### src/rtl/dm_arbiter.sv
// Data-memory arbiter between the CPU MEM stage and a DMA/context-save master.
// Optional round-robin tie-break when DM_ARB_RR_EN is defined; default is fixed CPU priority.
module dm_arbiter #(
  parameter int unsigned MAX_WAIT  = 8,
  parameter int unsigned BURST_MAX = 16
) (
  input  logic        clk,
  input  logic        rst,
  input  logic        cpu_req,
  input  logic        cpu_wr,
  input  logic [29:0] cpu_addr,
  input  logic [3:0]  cpu_be,
  input  logic        cpu_u,
  input  logic [31:0] cpu_wdata,
  output logic        cpu_gnt,
  output logic        cpu_stall,
  output logic [31:0] cpu_rdata,
  output logic        cpu_rvalid,
  input  logic        dma_req,
  input  logic        dma_wr,
  input  logic [29:0] dma_addr,
  input  logic [3:0]  dma_be,
  input  logic        dma_u,
  input  logic [31:0] dma_wdata,
  input  logic        dma_last,
  output logic        dma_gnt,
  output logic [31:0] dma_rdata,
  output logic        dma_rvalid,
  output logic [29:0] dm_addr,
  output logic [3:0]  dm_be,
  output logic        dm_u,
  output logic [31:0] dm_din,
  output logic        dm_read,
  output logic        dm_wr,
  input  logic [31:0] dm_dout,
  output logic        err
);

  localparam logic [7:0] MAX_WAIT_C  = 8'(MAX_WAIT);
  localparam logic [7:0] BURST_MAX_C = 8'(BURST_MAX);

  typedef enum logic {ARB, DMA_OWN} state_t;

  state_t      state;
  logic [7:0]  wait_cnt;
  logic [7:0]  beat_cnt;
  logic        last_dma;
  logic        cpu_prio;

  logic        cpu_win, dma_win, any_gnt;
  logic        win_wr, be_ok;
  logic [3:0]  win_be;
  logic [31:0] rd_word;

  // Grants are gated by reset so an asserted reset kills any in-flight access at once.
  always_comb begin
    cpu_win = 1'b0;
    dma_win = 1'b0;
    if (rst) begin
      if (state == DMA_OWN) begin
        dma_win = dma_req;
        cpu_win = cpu_req & ~dma_req;
      end else if (cpu_req && dma_req) begin
        if (cpu_prio) begin
          cpu_win = 1'b1;
        end else if (wait_cnt >= MAX_WAIT_C) begin
          dma_win = 1'b1;
        end else begin
`ifdef DM_ARB_RR_EN
          dma_win = ~last_dma;
          cpu_win = last_dma;
`else
          cpu_win = 1'b1;
`endif
        end
      end else begin
        cpu_win = cpu_req;
        dma_win = dma_req;
      end
    end
  end

  assign any_gnt   = cpu_win | dma_win;
  assign cpu_gnt   = cpu_win;
  assign dma_gnt   = dma_win;
  assign cpu_stall = cpu_req & ~cpu_win;

  assign win_wr = dma_win ? dma_wr : cpu_wr;
  assign win_be = dma_win ? dma_be : cpu_be;

  always_comb begin
    case (win_be)
      4'b0001, 4'b0010, 4'b0100, 4'b1000,
      4'b0011, 4'b1100, 4'b1111: be_ok = 1'b1;
      default:                   be_ok = 1'b0;
    endcase
  end

  assign dm_addr = !any_gnt ? '0 : (dma_win ? dma_addr  : cpu_addr);
  assign dm_din  = !any_gnt ? '0 : (dma_win ? dma_wdata : cpu_wdata);
  assign dm_u    = any_gnt & (dma_win ? dma_u : cpu_u);
  assign dm_be   = any_gnt ? win_be : '0;
  assign dm_read = any_gnt & be_ok & ~win_wr;
  assign dm_wr   = any_gnt & be_ok & win_wr;

  assign rd_word = be_ok ? dm_dout : '0;

  always_ff @(posedge clk or negedge rst) begin
    if (!rst) begin
      state      <= ARB;
      wait_cnt   <= '0;
      beat_cnt   <= '0;
      last_dma   <= 1'b0;
      cpu_prio   <= 1'b0;
      cpu_rdata  <= '0;
      dma_rdata  <= '0;
      cpu_rvalid <= 1'b0;
      dma_rvalid <= 1'b0;
      err        <= 1'b0;
    end else begin
      cpu_rvalid <= cpu_win & ~cpu_wr;
      dma_rvalid <= dma_win & ~dma_wr;
      if (cpu_win && !cpu_wr) cpu_rdata <= rd_word;
      if (dma_win && !dma_wr) dma_rdata <= rd_word;
      err <= any_gnt & ~be_ok;
      if (any_gnt) last_dma <= dma_win;

      if (dma_win)
        wait_cnt <= '0;
      else if (dma_req && wait_cnt != 8'hFF)
        wait_cnt <= wait_cnt + 8'd1;

      // cpu_prio lives for exactly one ARB cycle after a forced release.
      case (state)
        ARB: begin
          cpu_prio <= 1'b0;
          if (dma_win && !dma_last) begin
            if (BURST_MAX_C <= 8'd1) begin
              cpu_prio <= 1'b1;
            end else begin
              state    <= DMA_OWN;
              beat_cnt <= 8'd1;
            end
          end
        end
        DMA_OWN: begin
          if (!dma_req || dma_last) begin
            state    <= ARB;
            beat_cnt <= '0;
          end else if (beat_cnt + 8'd1 >= BURST_MAX_C) begin
            state    <= ARB;
            beat_cnt <= '0;
            cpu_prio <= 1'b1;
          end else begin
            beat_cnt <= beat_cnt + 8'd1;
          end
        end
        default: state <= ARB;
      endcase
    end
  end

endmodule

### config.mk
export PLATFORM = sky130hd
export DESIGN_NAME = dm_arbiter
export DESIGN_NICKNAME = d
export VERILOG_FILES = /design/src/rtl/dm_arbiter.sv
export SDC_FILE = /design/constraint.sdc
export NUM_CORES = 1
export LEC_CHECK = 0
export CAP_MARGIN = 20
export CORE_AREA = 8 8 115 117
export CTS_CLUSTER_SIZE = 24
export DETAILED_ROUTE_END_ITERATION = 10
export DIE_AREA = 0 0 123 125
export DONT_BUFFER_PORTS = 1
export GPL_TIMING_DRIVEN = 0
export PLACE_DENSITY_LB_ADDON = 0.3
export SETUP_SLACK_MARGIN = 0.05
export SYNTH_ARGS = -nofsm -noshare
export SYNTH_HDL_FRONTEND = slang
export SYNTH_SLANG_ARGS = --single-unit
### constraint.sdc
create_clock -name clk -period 2.94 [get_ports clk]
set_clock_uncertainty 0.2 [all_clocks]
set_input_delay 0.588 -clock clk [delete_from_list [all_inputs] [get_ports clk]]
set_output_delay 0.588 -clock clk [all_outputs]
set_load 0.01 [all_outputs]
Word-level counts from Yosys, hierarchy flattened --
Cells that the tools add are included.
Operators by class: equal/unequal tests 11, bitwise logic cells 17, order comparisons 2, muxes and demuxes 33, reductions and logical operators 13, add/sub/neg operators 2
Operator list (number):
- two-way mux 32 bit | 3
- two-way mux 30 bit | 2
- two-way mux 8 bit | 5
- two-way mux 1 bit | 18
- adder 8 x 1 -> 8 bit (second input constant) | 2
- one-hot mux 8 bit (2 select lines) | 1
- equality test 4 bit (second input constant) | 3
- AND 1 bit | 9
- equality test 4 x 2 -> 1 bit (second input constant) | 2
- greater-or-equal comparator 8 x 4 -> 1 bit (second input constant) | 1
- greater-or-equal comparator 8 x 5 -> 1 bit (second input constant) | 1
- two-way mux 4 bit | 2
- != test 8 bit (second input constant) | 1
- inverter 1 bit | 7
- OR reduction 7 bit | 1
- logical AND 1 bit | 5
- equality test 4 x 1 -> 1 bit (second input constant) | 1
- equality test 4 x 3 -> 1 bit (second input constant) | 1
- zero test 1 bit | 4
- != test 2 bit (second input constant) | 2
- one-hot mux 1 bit (2 select lines) | 2
- != test 2 x 1 -> 1 bit (second input constant) | 1
- AND reduction 2 bit | 1
- nonzero test 2 bit | 1
- other kinds (2) | 2
Word-level totals: input bits 173, bits in registers 85, logic and storage cells 87, output and inout port bits 139

Longest topological paths before layout --
word-level depth 12, depth in mapped cells 10, depth with buffers taken out 7

Least setup slack after synthesis --
OpenSTA, ideal clock, no wires.
path kind in2out, start point input dma_req, end point output dm_be[0], cell stages on the path 9, required time 2.152 ns, arrival 2.050 ns, buffers on the path 3, path slack 0.102 ns, path through buf_2 > and4bb_1 > a211oi_4 > nand2_2 > inv_2 > buf_6 > buf_6 > nand2_1 > a21oi_1
Between the ends: cells in the longest elaborated chain, start to end 6, elaborated cells between the ends (all ways) 12, classes of those cells 8 x mux; 3 x bitwise; 1 x reduce/logical
RTL lines:
- start: declaration | line 19 | input logic dma_req,
- logical AND 1 bit / inverter 1 bit (equally long branches) | line 63, 62
- two-way mux 1 bit / AND 1 bit (equally long branches) | line 63, 62
- two-way mux 1 bit | line 60 | if (state == DMA_OWN) begin
- two-way mux 1 bit | line 59 | if (rst) begin
- two-way mux 4 bit / OR 1 bit (equally long branches) | line 89, 83
- two-way mux 4 bit (*) | line 102 | assign dm_be = any_gnt ? win_be : '0;
- end: declaration | line 30 | output logic [3:0] dm_be,
Mark *: on every way between the ends. The rest lies on a longest branch, timed or not.

Final worst setup path --
start point register wait_cnt[3], end point output dm_din[16]
Between the ends: cells in the longest elaborated chain, start to end 8, elaborated cells between the ends (all ways) 14, classes of those cells 1 x order compare; 12 x mux; 1 x bitwise
RTL lines:
- start: declaration | line 45 | logic [7:0] wait_cnt;
- start signal: assignment | line 131 | wait_cnt <= wait_cnt + 8'd1;
- greater-or-equal comparator 8 x 4 -> 1 bit (*) | line 66 | end else if (wait_cnt >= MAX_WAIT_C) begin
- two-way mux 1 bit | line 66
- two-way mux 1 bit | line 64 | if (cpu_prio) begin
- two-way mux 1 bit | line 63 | end else if (cpu_req && dma_req) begin
- two-way mux 1 bit | line 60
- two-way mux 1 bit | line 59
- two-way mux 32 bit / OR 1 bit (equally long branches) | line 100, 83
- two-way mux 32 bit (*) | line 100 | assign dm_din = !any_gnt ? '0 : (dma_win ? dma_wdata : cpu_wdata);
- end: declaration | line 32 | output logic [31:0] dm_din,
Marks and branches as above.

==> results_dict.tcl <==
set metrics [dict create \
    syn_to_final_growth_pct 31.5 \
    coreArea_um2 11600 \
    relSlewSlack_pct 31.7 \
    switching_share_pct 32.6 \
    htree_levels 3 \
    grt_pass1_wl_um 27600 \
    outcome "finished, final reports clean" \
    finalSetupViolCount 0 \
    powerDensity_nw_per_um2 585 \
    drv_cap 0 \
    synth_edf_count 0 \
    grt_start_max_net_pins 86 \
    cp_cell_sequence "and4bb_2 -> a211oi_4 -> nand2_4 -> inv_8 -> buf_12 -> clkbuf_16 -> nand2_1 -> a21oi_2" \
    critPathSlowestCell "dfrtp_2" \
    timing.fmax_ghz 0.340 \
    fin_nets 798 \
    ir_worst_vdd_v 0.000445 \
    synth.area.top_cells "dfrtp_1, nand2_1, a21oi_1" \
    worstPathArrival_ns 2.15 \
    path_buf_inv 3 \
    tightestPinTransition_ns 1.02 \
    cts_num_sinks 85 \
    clock_latency_ns 0.34 \
    worst-setup-path-type "reg -> out" \
    clkPwrFrac_pct 35.3 \
    wl_per_cell_um 24.9 \
    die_area_um2 15400 \
    drt_iter0_drc 303 \
    dr.pass1.iters 4 \
    synth_top_area_share_pct 45.7 \
    root_buffer "clkbuf_16" \
    critPathRequiredTime_ns 2.15 \
    slowest_delay_ns 0.36 \
    reg2reg_slack_ns 0.39 \
    antenna_left 0 \
    synth_top_area_cell "dfrtp_1" \
    fp.dieH_um 125 \
    wl_um 19300 \
    async_flop_share_pct 100 \
    cts_buffers 9 \
    cpLargestDelayFamily "compound AO/OA/AOI/OAI gates" \
    num_antenna_cells 0 \
    syn-cell-area_um2 4650 \
    fin_crit_sh_pct 99.9 \
    synth-seq-cells 85 \
    yosysMostFrequentCell "nand2_1" \
    rows 40 \
    cts.clk_slew.worst_paths_ns 0.06 \
    crit_fanout 7 \
    ios 312 \
    vias_per_cell 5.91 \
    final_util_pct 52.7 \
    grt_pass1_vias 4520 \
    antenna_found_initial 0 \
    grt_setup_unrepaired "true" \
    hold_path.class "in -> reg" \
    yosys-top-cells-count "nand2_1, dfrtp_1, a21oi_1" \
    synth-main-ff-cell "dfrtp_1" \
    start_util_pct 40.1 \
    ys_types 46 \
    start_kind "register" \
    fill_cells 1079 \
    finalMaxSlewViolations 0 \
    seq_power_share_pct 44.2 \
    holdWs_ns 0.132 \
    synth_seq_area_share_pct 45.7 \
    gr-total-overflow 0 \
    p_leak_uw 0.00260 \
    cts_tree "built" \
    synth_warnings 0 \
    p_int_uw 2410 \
    drc 0 \
    drive_above_1_share_pct 26.5 \
    fin_crit_ns 2.94 \
    switching_power_uw 1160 \
    via_count 4573 \
    endpoint_kind "output pin" \
    place.port_buffers 0 \
    dp_hpwl_um 14700 \
    gp_congestion 0.980 \
    syn_inst 591 \
    synth_area_per_cell_um2 7.87 \
    hold_viol_final 0 \
    p_comb_share_pct 20.4 \
    cts_buffer_depth 2 \
    synth_nets 767 \
    grt_use_total_pct 23.5 \
    die_w_um 123 \
]
## power by group through the flow
stage	registers [µW]	logic [µW]	clock network [µW]
finish	1580	732	1260
global route	1610	808	1330
CTS	1590	645	1290
detailed placement	1610	540	0
global placement	1610	523	0
floorplan	1540	424	0
## sequential cells by signal, indices dropped and copies added, names as in the netlist
signal	count
beat_cnt	8
cpu_prio	1
cpu_rdata	32
cpu_rvalid	1
dma_rdata	32
dma_rvalid	1
err	1
state	1
wait_cnt	8
## layout make-up
type	instances	area [µm²]	share of cell area [%]
inverter	9	41.3	0.675
buffer	43	314	5.13
tap	147	184	3.01
timing repair buffer	21	236	3.86
multi-input combinational	453	2880	47.1
clock buffer	10	239	3.91
sequential	85	2130	34.8
clock inverter	6	93.8	1.53
## per-stage QoR
step	area, µm²	setup TNS (ns)	total power, µW	std cells	setup WS (ns)
2_1_floorplan	4650	0	1970	591	0.102
3_3_place_gp	4840	-18.20	2130	738	-0.391
3_5_place_dp	4840	-18.80	2150	738	-0.424
4_1_cts	5610	0	3520	766	0.0120
5_1_grt	6120	-1.79	3750	774	-0.106
6_report	6120	0	3580	774	0.00228
## metal layers
layer / track usage (%) / routed length [µm] / up-vias
met5: 0 / 0 / -
met4: 10.3 / 722 / 0
met3: 11.8 / 2430 / 50
met2: 38.0 / 9270 / 267
met1: 25.1 / 6870 / 2218
li1: - / - / 2038
## path summary, 6_finish.rpt
| kind | startpoint | endpoint | cells past startpoint |
|---|---|---|---|
| max | wait_cnt[3] | dm_din[16] | 8 |
| min | dma_last | state | 1 |
| max reg2reg | state | dma_rdata[1] | 9 |
| min reg2reg | cpu_prio | cpu_prio | 1 |
| max in group asynchronous | rst | wait_cnt[3] | 2 |
| min in group asynchronous | rst | dma_rdata[10] | 2 |
## cells by family after synthesis
kind of cell               count (synthesis)  synth area share [%]
muxes                                      3                 0.914
buffers and inverters                     53                  5.76
xor gates and xnor gates                   6                  1.13
DFF                                       85                  45.7
AOI/OAI and AO/OA                        156                  20.4
and+or+nand+nor                          285                  25.3
adders and majority gates                  3                 0.807
## layout by cell type, fill, tap and decap left out, types with 6 or more instances in the layout
master / n
nand2_1: 215
dfrtp_1: 82
a21oi_2: 38
o21ai_0: 36
o2bb2ai_1: 32
a21oi_4: 30
buf_4: 22
clkbuf_1: 17
nor2_1: 13
nand2_2: 12
clkbuf_16: 12
nand2_4: 10
buf_6: 8
inv_1: 7
a21oi_1: 6
nand3_1: 6
## timing repair
action | CTS | global route
gates cloned | 0 | 4
endpoints found under the hold margin | 85 | 0
setup buffers | 10 | 5
pin swaps | 9 | 61
setup endpoints to repair | 70 | 69
resized for setup | 86 | 101
hold buffers | 2 | 0
No activity file was read; power rests on OpenSTA's default activity.
==> edit 1: new RTL, same settings <==
Register the output `err` once more, with the module's reset; this adds one clock of latency there. The other outputs are not delayed to match.
--- a/src/rtl/dm_arbiter.sv
+++ b/src/rtl/dm_arbiter.sv
@@ -40,6 +40,8 @@
   localparam logic [7:0] BURST_MAX_C = 8'(BURST_MAX);
 
   typedef enum logic {ARB, DMA_OWN} state_t;
+
+  logic err_s0;
 
   state_t      state;
   logic [7:0]  wait_cnt;
@@ -116,13 +118,13 @@
       dma_rdata  <= '0;
       cpu_rvalid <= 1'b0;
       dma_rvalid <= 1'b0;
-      err        <= 1'b0;
+      err_s0     <= 1'b0;
     end else begin
       cpu_rvalid <= cpu_win & ~cpu_wr;
       dma_rvalid <= dma_win & ~dma_wr;
       if (cpu_win && !cpu_wr) cpu_rdata <= rd_word;
       if (dma_win && !dma_wr) dma_rdata <= rd_word;
-      err <= any_gnt & ~be_ok;
+      err_s0 <= any_gnt & ~be_ok;
       if (any_gnt) last_dma <= dma_win;
 
       if (dma_win)
@@ -160,5 +162,13 @@
     end
   end
 
+  always_ff @(posedge clk or negedge rst) begin
+    if (!rst) begin
+      err <= '0;
+    end else begin
+      err <= err_s0;
+    end
+  end
+
 endmodule
 
Function: changed (a bounded check fails within 4 cycles, from zero or initial values and one cycle with rst low).
==> edit 1 against the unedited design <==
Sequential cell count rose by 1. Area after synthesis is 0.54% higher. Worst hold slack gained 0.0060 ns. Global-route usage down 0.52 points. Total power fell by 2.9%. Worst setup slack improved by 0.021 ns. Core utilization fell by 0.80 points. Maximum frequency grew 0.73%. Final area fell by 1.5%. Via count decreased by 2.5%. Synthesized cell count up 0.17%. Highest routed layer unchanged. Critical endpoint is now dm_be[2]. Routed wire length down 3.0%.
==> edit 1: results (changes against the unedited design) <==
* Status: finished clean (unchanged)
* Drt pass-1 iters at 5 (was 4)
* Sequential share of cell area at 35.7% (was 34.8%)
* First-pass GRT wire length at 27100 um (was 27600 um)
* Share of layout cells above drive strength 1 at 26.6% (was 26.5%)
* Avg Synthesized Cell Area at 7.90 um^2 (was 7.87 um^2)
* CP top delay family: buffers and inverters (was compound AO/OA/AOI/OAI gates)
* Placed insts at 739 (was 738)
* Peak VDD IR at 0.000381 V (was 0.000445 V)
* Final nets at 799 (was 798)
* Routed vias/inst at 5.75 (was 5.91)
* Multi-input combinational area share at 46.9% (was 47.1%)
* Crit-path max FO at 10 (was 7)
* Max stage delay on crit path at 0.90 ns (was 0.36 ns)
* Reg-to-Reg End: cpu_rdata[10] (was dma_rdata[1])
* Area grow syn2layout at 28.9% (was 31.5%)
* Post-synthesis sequential area ratio at 46.0% (was 45.7%)
* Pre-CTS setup slack at -0.501 ns (was -0.424 ns)
* Reg2Reg Setup Slack at 0.49 ns (was 0.39 ns)
* Area share of fa/ha/maj cells after synthesis at 0.803% (was 0.807%)
* Complex-gate fraction of the synthesized area at 20.3% (was 20.4%)
* DRT iter0 DRCs at 230 (was 303)
* Non-clock buffer share at 8.62% (was 9.00%)
* CP max stage cell: clkbuf_1 (was dfrtp_2)
* Number of cells on the worst reg-to-reg path at 11 (was 9)
* Lkg Pwr at 2.56 nW (was 2.60 nW)
* Post-synth net total at 768 (was 767)
* Final GP Congestion at 0.967 (was 0.980)
* GRT Total Usage at 23.0% (was 23.5%)
* Cts repair resizes at 123 (was 86)
* Seq cells at 86 (was 85)
* Vias at 4458 (was 4573)
* Synth cell count leaders: nand2_1 (236), dfrtp_1 (86), a21oi_1 (74), o21ai_0 (36), o2bb2ai_1 (32) (was nand2_1 (236), dfrtp_1 (85), a21oi_1 (74), o21ai_0 (36), o2bb2ai_1 (32))
-- edit 1: changes by cell type after synthesis --
cell     unedited run  this run
dfrtp_1            85        86
-- edit 1: worst max path at each step --
stage,from,end,slack [ns],cells after the start
2_1_floorplan,dma_req,dm_be[0],0.10,9
4_1_cts,state,dm_din[13],-0.01,8
3_3_place_gp,dma_req,dm_din[1],-0.45,8
6_report,dma_req,dm_be[2],0.02,4
3_5_place_dp,dma_req,dm_din[1],-0.50,8
5_1_grt,dma_req,dm_be[2],-0.02,4
-- edit 1: per-layer routing --
metal	global-route usage [%]	up-vias	routed length [um]
met1	24.4	2097	6610
li1	-	2054	-
met4	10.8	0	773
met3	10.5	47	2440
met2	37.8	260	8890
met5	0	-	0
-- edit 1: power by group --
| part | internal (mW) | switching, mW |
|---|---|---|
| combinational | 0.284 | 0.437 |
| clock | 0.669 | 0.486 |
| sequential | 1.36 | 0.235 |
==> edit 2: new RTL, same settings <==
Without the edit above. Build with the macro `DM_ARB_RR_EN` defined.
--- a/src/rtl/dm_arbiter.sv
+++ b/src/rtl/dm_arbiter.sv
@@ -1,5 +1,7 @@
 // Data-memory arbiter between the CPU MEM stage and a DMA/context-save master.
 // Optional round-robin tie-break when DM_ARB_RR_EN is defined; default is fixed CPU priority.
+`define DM_ARB_RR_EN
+
 module dm_arbiter #(
   parameter int unsigned MAX_WAIT  = 8,
   parameter int unsigned BURST_MAX = 16
Formal check against the unedited RTL: not equivalent (a bounded check fails within 4 cycles, from zero or initial values and one cycle with rst low).
==> edit 2 against the unedited design <==
First-iteration DRC count is 2.3% lower. Routed wire length is 8.2% lower. Worst setup slack better by 0.057 ns. Combinational power is 10% lower. Largest power group unchanged. Total power is 5.3% lower. Final area is 10% lower. Sequential share of layout area is 4.3 points higher. Core utilization is 5.2 points lower. Critical path depth is 1 lower. Sequential cell count is 1 higher. Non-clock buffer count is 11 lower. Count of clock-buffer cells in the layout is 1 lower. Area after synthesis is 1.6% lower.
==> edit 2: results (changes against the unedited design) <==
* Status: finished clean (unchanged)
* Met2 GRT Util at 38.9% (was 38.0%)
* Avg Synthesized Cell Area at 8.61 um^2 (was 7.87 um^2)
* Top post-synthesis cells by area: dfrtp_1 (47%), nand2_1 (15%), a21oi_1 (7.9%), a22o_1 (6.1%), o2bb2ai_1 (6.1%) (was dfrtp_1 (46%), nand2_1 (19%), a21oi_1 (8.0%), o2bb2ai_1 (6.0%), o21ai_0 (3.9%))
* Final GP Congestion at 0.915 (was 0.980)
* CTS Hold Bufs at 2 (unchanged)
* Global-route met3 utilization at 6.84% (was 11.8%)
* Largest net degree at the start of global routing at 87 (was 86)
* Share of layout cells above drive strength 1 at 21.4% (was 26.5%)
* Clk slew on worst S/H paths at 0.07 ns
* Clock Latency Late Sink at 0.33 ns
* Number of global-route vias before repair at 4495 (was 4520)
* Total wire length at 17700 um (was 19300 um)
* Crit-path max FO at 10 (was 7)
* Biggest regs: cpu_rdata x32, dma_rdata x32 (unchanged)
* Peak VDD IR at 0.000474 V (was 0.000445 V)
* DRT iter0 DRCs at 296 (was 303)
* Worst EP arrival at 2.09 ns (was 2.15 ns)
* Clock root cell: clkbuf_16 (unchanged)
* Placed insts at 679 (was 738)
* Reg-to-Reg End: dma_rdata[2] (was dma_rdata[1])
* Routed vias/inst at 5.82 (was 5.91)
* Hold Path Class: in -> reg (unchanged)
* Final nets at 731 (was 798)
* Period utilization at 98.0% (was 99.9%)
* Drt pass-1 iters at 4 (unchanged)
* Instance area at placement at 4760 um^2 (was 4840 um^2)
* Pre-CTS setup slack at -0.301 ns (was -0.424 ns)
* HP Start: dma_last (unchanged)
* Port bufs at 0 (unchanged)
* Dpl hpwl at 14200 um (was 14700 um)
* Post-synthesis sequential area ratio at 47.0% (was 45.7%)
* Postcts setup bufs at 4 (was 10)
* Grt met1 use at 21.4% (was 25.1%)
* Actual slew at the worst max-slew pin at 0.703 ns (was 1.02 ns)
* First-pass GRT wire length at 25600 um (was 27600 um)
* H-tree lvl count at 3 (unchanged)
* Synth unique cells at 48 (was 46)
* Lkg Pwr at 2.40 nW (was 2.60 nW)
* Hold EP: state (unchanged)
* GRT Total Usage at 21.6% (was 23.5%)
* WL/cell at 25.0 um (was 24.9 um)
* Initial antenna violation count at 1 (was 0)
* Synth cell count leaders: nand2_1 (177), dfrtp_1 (86), a21oi_1 (72), a22o_1 (32), o2bb2ai_1 (32) (was nand2_1 (236), dfrtp_1 (85), a21oi_1 (74), o21ai_0 (36), o2bb2ai_1 (32))
* Cts repair resizes at 60 (was 86)
* WHS at 0.114 ns (was 0.132 ns)
* Most used DFF post-synth: dfrtp_1 (unchanged)
* Critical Path Start: wait_cnt[7] (was wait_cnt[3])
* Critical Path End: dm_be[2] (was dm_din[16])
==> edit 2: cell types whose count changed after synthesis, sizes merged, moves of 2 or more <==
cell | unedited run | this run
a22o | 0 | 32
nor2 | 14 | 10
xnor2 | 2 | 4
inv | 9 | 7
clkbuf | 24 | 21
a32oi | 2 | 0
nor2b | 2 | 5
nand2 | 237 | 178
o21ai | 37 | 9
or3 | 2 | 5
xor2 | 4 | 1
==> edit 2: cell families (layout without fill, tap and decap cells) <==
family | Yosys count | count (layout) | share of synthesized area [%]
simple gates | 230 | 230 | 22.0
fa+ha+maj | 3 | 3 | 0.820
xor+xnor | 5 | 5 | 0.956
flops | 86 | 86 | 47.0
buf+inv | 49 | 77 | 5.19
compound gates | 155 | 155 | 23.1
other cells | 0 | 1 | 0
mux | 4 | 4 | 0.984
==> edit 2: where the power goes <==
part,switching (mW),internal [mW],total (mW)
Clock,0.515,0.604,1.12
Combinational,0.386,0.273,0.659
Sequential,0.243,1.37,1.61
Total,1.14,2.24,3.39
==> edit 2: routing by layer <==
layer	up-vias	wire, um
met5	-	0
met4	0	722
met3	40	1890
met2	243	9140
met1	1956	5970
li1	1879	-
==> edit 2: cell type report <==
type / instances / area (um^2)
Fill cell: 1132 / 6100
Multi-Input combinational cell: 397 / 2440
Sequential cell: 86 / 2150
Buffer: 41 / 263
Clock buffer: 9 / 225
Tap cell: 147 / 184
Timing Repair Buffer: 12 / 125
Clock inverter: 7 / 76.3
Inverter: 8 / 42.5
Antenna cell: 1 / 2.50
==> edit 2: critical path, cell delays in order (launching register included) <==
cell	delay (ns)
dfrtp_1	0.42
nor4_4	0.33
nand4b_4	0.18
nand2_8	0.16
buf_6	0.17
buf_6	0.15
nand2_1	0.12
a21oi_2	0.22
